$ cat config.mk
export PLATFORM = sky130hd
export DESIGN_NAME = elastic_pipe
export DESIGN_NICKNAME = d
export VERILOG_FILES = /design/src/rtl/elastic_pipe.sv
export SDC_FILE = /design/constraint.sdc
export NUM_CORES = 1
export LEC_CHECK = 0
export ABC_AREA = 1
export CORE_MARGIN = 2
export CORE_UTILIZATION = 31
export DETAILED_ROUTE_END_ITERATION = 8
export DONT_BUFFER_PORTS = 1
export PLACE_DENSITY = 0.5
export SLEW_MARGIN = 20
export SYNTH_ARGS = -nofsm -noshare
export SYNTH_HDL_FRONTEND = slang
export SYNTH_SLANG_ARGS = --single-unit
$ cat constraint.sdc
create_clock -name clk -period 2.4 [get_ports clk]
set_input_delay 0.36 -clock clk [delete_from_list [all_inputs] [get_ports clk]]
set_output_delay 0.36 -clock clk [all_outputs]
set_load 0.01 [all_outputs]
$ cat src/rtl/elastic_pipe.sv
// elastic_pipe: DEPTH-stage valid/ready pipeline with bubble collapsing,
// synchronous flush and a registered occupancy count.
//
// Ports:
//   clk, reset          clock; synchronous active-high reset
//   in_valid/in_data    producer beat; in_ready accepts it this cycle
//   out_valid/out_data  beat held in the last stage; out_ready consumes it
//   flush               drops every in-flight beat at the next edge
//   occupancy           number of valid beats currently held
//
// Optional feature macro: ELASTIC_PIPE_SKID_EN
//   Adds a one-entry skid register in front of stage 0 so that in_ready
//   comes from a register instead of the out_ready backpressure chain.
module elastic_pipe #(
    parameter int WIDTH = 8,
    parameter int DEPTH = 4,
    parameter int OCCW  = $clog2(DEPTH + 2)
) (
    input  logic             clk,
    input  logic             reset,
    input  logic             in_valid,
    input  logic [WIDTH-1:0] in_data,
    output logic             in_ready,
    output logic             out_valid,
    output logic [WIDTH-1:0] out_data,
    input  logic             out_ready,
    input  logic             flush,
    output logic [OCCW-1:0]  occupancy
);

    logic [DEPTH-1:0] r_valid;
    logic [WIDTH-1:0] r_data [DEPTH];
    logic [OCCW-1:0]  r_occ;

    logic [DEPTH-1:0] w_acc;
    logic             w_hole;
    logic [DEPTH-1:0] w_up_valid;
    logic [WIDTH-1:0] w_up_data [DEPTH];
    logic             w_src_valid;
    logic [WIDTH-1:0] w_src_data;
    logic             w_in_fire;
    logic             w_out_fire;

    // A stage accepts when the consumer takes the last beat or when any
    // stage at or beyond it is empty, since the beats ahead then shift.
    always_comb begin
        w_hole = 1'b0;
        w_acc  = '0;
        for (int i = DEPTH - 1; i >= 0; i--) begin
            w_hole   = w_hole | ~r_valid[i];
            w_acc[i] = w_hole | out_ready;
        end
    end

    assign out_valid  = r_valid[DEPTH-1] & ~flush;
    assign out_data   = r_data[DEPTH-1];
    assign w_out_fire = out_valid & out_ready;
    assign w_in_fire  = in_valid & in_ready;
    assign occupancy  = r_occ;

`ifdef ELASTIC_PIPE_SKID_EN
    logic             r_skid_valid;
    logic [WIDTH-1:0] r_skid_data;

    assign in_ready = ~r_skid_valid & ~flush;

    // The skid entry always drains before new input; in_ready is low while
    // it is occupied, so the two sources never compete.
    assign w_src_valid = r_skid_valid | w_in_fire;
    assign w_src_data  = r_skid_valid ? r_skid_data : in_data;

    always_ff @(posedge clk) begin
        if (reset) begin
            r_skid_valid <= 1'b0;
            r_skid_data  <= '0;
        end else if (flush) begin
            r_skid_valid <= 1'b0;
        end else if (r_skid_valid) begin
            if (w_acc[0]) begin
                r_skid_valid <= 1'b0;
            end
        end else if (w_in_fire && !w_acc[0]) begin
            r_skid_valid <= 1'b1;
            r_skid_data  <= in_data;
        end
    end
`else
    assign in_ready    = w_acc[0] & ~flush;
    assign w_src_valid = w_in_fire;
    assign w_src_data  = in_data;
`endif

    always_comb begin
        w_up_valid[0] = w_src_valid;
        w_up_data[0]  = w_src_data;
        for (int i = 1; i < DEPTH; i++) begin
            w_up_valid[i] = r_valid[i-1];
            w_up_data[i]  = r_data[i-1];
        end
    end

    // A stage that accepts takes whatever its upstream holds; if the
    // upstream is empty the stage goes empty (its own beat moved on).
    always_ff @(posedge clk) begin
        if (reset) begin
            r_valid <= '0;
            for (int i = 0; i < DEPTH; i++) begin
                r_data[i] <= '0;
            end
        end else if (flush) begin
            r_valid <= '0;
        end else begin
            for (int i = 0; i < DEPTH; i++) begin
                if (w_acc[i]) begin
                    r_valid[i] <= w_up_valid[i];
                    if (w_up_valid[i]) begin
                        r_data[i] <= w_up_data[i];
                    end
                end
            end
        end
    end

    always_ff @(posedge clk) begin
        if (reset || flush) begin
            r_occ <= '0;
        end else begin
            case ({w_in_fire, w_out_fire})
                2'b10:   r_occ <= r_occ + OCCW'(1);
                2'b01:   r_occ <= r_occ - OCCW'(1);
                default: r_occ <= r_occ;
            endcase
        end
    end

endmodule

==> flow_metrics.py <==
metrics = {
    "drt": {
        "routed_wl_mm": 2.09,
        "met3_length_um": 106,
        "ant_nets": 0,
        "drt-initial-drc-count": 40,
        "dr_wl_met2_um": 989,
        "drtPass1Iterations": 4,
        "via_count": 900,
        "wire_per_inst_um": 8.76,
        "drc": 0,
        "wl_met1_um": 969,
        "avgViaCountPerCell": 3.78,
        "dr.max_layer_used": "met4",
    },
    "placed_design": {
        "io_buffers": 0,
        "pre_cts_slack_ns": 0.461,
        "place_hpwl_mm": 1.59,
        "gp_congestion": 0.767,
    },
    "clocking": {
        "clockBufferDepth": 2,
        "cts_setup_buffers": 0,
        "holdBufCountCts": 0,
        "clock_sinks": 39,
        "cts_resized": 0,
        "clock_latency_ns": 0.28,
        "cts-root-buf": "clkbuf_8",
        "numCtsBuffers": 5,
        "cts_tree": "yes",
        "clk_transition_reported_paths_ns": 0.07,
        "h-tree-depth": 2,
    },
    "synthesis": {
        "synth_area_um2": 1680,
        "ys_seq_area_share_pct": 65.4,
        "ys_ff_latch": 39,
        "syn_area_per_cell_um2": 10.0,
        "yosys_warnings": 0,
        "synthDistinctLibCells": 17,
        "syn_nets": 183,
        "netlist_instances": 168,
    },
    "layout": {
        "layout_commonest_cell": "inv_1",
        "final_nets": 182,
        "final_cell_mix": "inv_1, nor2_1, edfxtp_1, nand2_1, dfxtp_1",
        "area_growth_pct": 8.02,
        "regArea_um2": 1100,
        "drive_above_1_share_pct": 7.14,
        "fillerInstances": 515,
        "insertedDiodeCount": 0,
        "multiInputGateArea_um2": 350,
    },
    "setup_path": {
        "crit_path_max_fanout": 5,
        "crit_type": "flop to flop",
        "cpPeakStageDelay_ns": 0.41,
        "cp_cell_sequence": "nand2_1 -> nor2_1 -> nand3_1 -> nand3_1 -> ha_1 -> inv_1 -> fa_1 -> nor2_1 -> nor2_1 -> nand2_1 -> nand2_1 -> nand2_1 -> nor2_1",
        "cp-end-kind": "flop",
        "crit_slowest_cell": "dfxtp_1",
        "required_ns": 2.58,
        "cp-start-kind": "flop",
        "critPathArrivalTime_ns": 2.13,
    },
    "power": {
        "p_leak_nw": 0.755,
        "total_power_mw": 1.33,
        "ir_drop_v": 0.000361,
        "p_per_area_nw_per_um2": 730,
    },
    "floorplanning": {
        "placementRows": 26,
        "start_util_pct": 32.6,
        "die_w_um": 77.7,
        "core-area_um2": 5170,
        "die_area_um2": 6040,
        "die_h_um": 77.7,
        "num_io_pins": 26,
    },
    "global_route": {
        "grt_pass1_vias": 853,
        "grt_max_degree": 13,
        "antenna_found_initial": 0,
        "grt_use_total_pct": 8.10,
        "overflow": 0,
        "grt_first_pass_wirelength_mm": 3.74,
    },
    "timing": {
        "min_period_ns": 1.95,
        "setup_viol": 0,
        "finalClockSkew_ns": 0.00308,
        "setup_slack_ns": 0.451,
        "rsz0062_at_grt": "no",
        "worstMarginPinSlew_ns": 0.349,
        "setup_tns_ns": 0,
        "period_share_pct": 81.2,
        "slew_viol_final": 0,
        "slew-limit-headroom_pct": 76.7,
        "hold_slack_ns": 0.209,
        "hold_violations": 0,
        "fmax_mhz": 513,
    },
    "job": {
        "maxCapViolations": 0,
    },
    "hold_path": {
        "holdCritPathClass": "primary input to flop",
    },
    "status": {
        "status": "finished, final reports clean",
    },
}
sequential cells by signal, summed over array words and instances (netlist names):
name       count
r_data        32
r_valid        4
occupancy      3
final timing paths:
path	startpoint	end	slack (ns)	cells past startpoint
worst max-delay path	r_valid[2]	occupancy[2]	0.45	13
worst min-delay path	in_valid	r_valid[0]	0.21	2
worst max register to register	r_valid[2]	occupancy[2]	0.45	13
worst min register to register	r_valid[2]	r_valid[3]	0.51	2
cell type report:
type	instances	share of cell area [%]
tap	70	4.81
clock buffer	5	3.78
clock inverter	3	2.13
sequential	39	60.5
multi-input combinational	75	19.3
inverter	46	9.49
through the flow:
stage,utilization [%],cell area [um2],instances
2_1_floorplan,-,1680,168
3_3_place_gp,33.1,1710,230
3_5_place_dp,33.1,1710,230
4_1_cts,35.2,1820,238
5_1_grt,35.2,1820,238
6_report,35.2,1820,238
synth_stat cells:
master | number | area share [%]
nor2_4 | 1 | 0.67
buf_4 | 8 | 3.6
nand2_2 | 1 | 0.37
ha_1 | 1 | 0.74
nand2_1 | 13 | 2.9
nor2_1 | 42 | 9.4
nand4_2 | 1 | 0.74
edfxtp_1 | 32 | 57
inv_1 | 46 | 10
nor3_1 | 1 | 0.30
nand3_1 | 4 | 1.2
nor2_2 | 1 | 0.37
dfxtp_1 | 7 | 8.3
nand3_2 | 1 | 0.59
fa_1 | 1 | 1.2
o21ai_0 | 2 | 0.59
a21oi_1 | 6 | 1.8
critical path: cells and delay by family, from the launching register on:
family	cells	cell delay (ns)
DFF	1	0.41
buffers and inverters	1	0.07
and+or+nand+nor	10	0.84
adders and majority gates	2	0.53
kinds of logic (layout without fill, tap and decap cells):
kind of cell    count (synthesis)  count (layout)  share of synthesized area (%)
flops                          39              39                           65.4
buf+inv                        54              54                           13.8
simple gates                   65              65                           16.5
fa+ha+maj                       2               2                           1.93
compound gates                  8               8                           2.38
layer usage:
| layer | vias to the layer above | track usage, % |
|---|---|---|
| li1 | 499 | - |
| met1 | 374 | 9.13 |
| met2 | 25 | 12.9 |
| met3 | 2 | 3.14 |
| met4 | 0 | 4.82 |
| met5 | - | 0 |
power breakdown:
| part | internal, mW | switching [mW] |
|---|---|---|
| Combinational | 0.0116 | 0.0337 |
| Clock | 0.304 | 0.207 |
| Sequential | 0.761 | 0.0121 |
No activity file was read; power rests on OpenSTA's default activity.
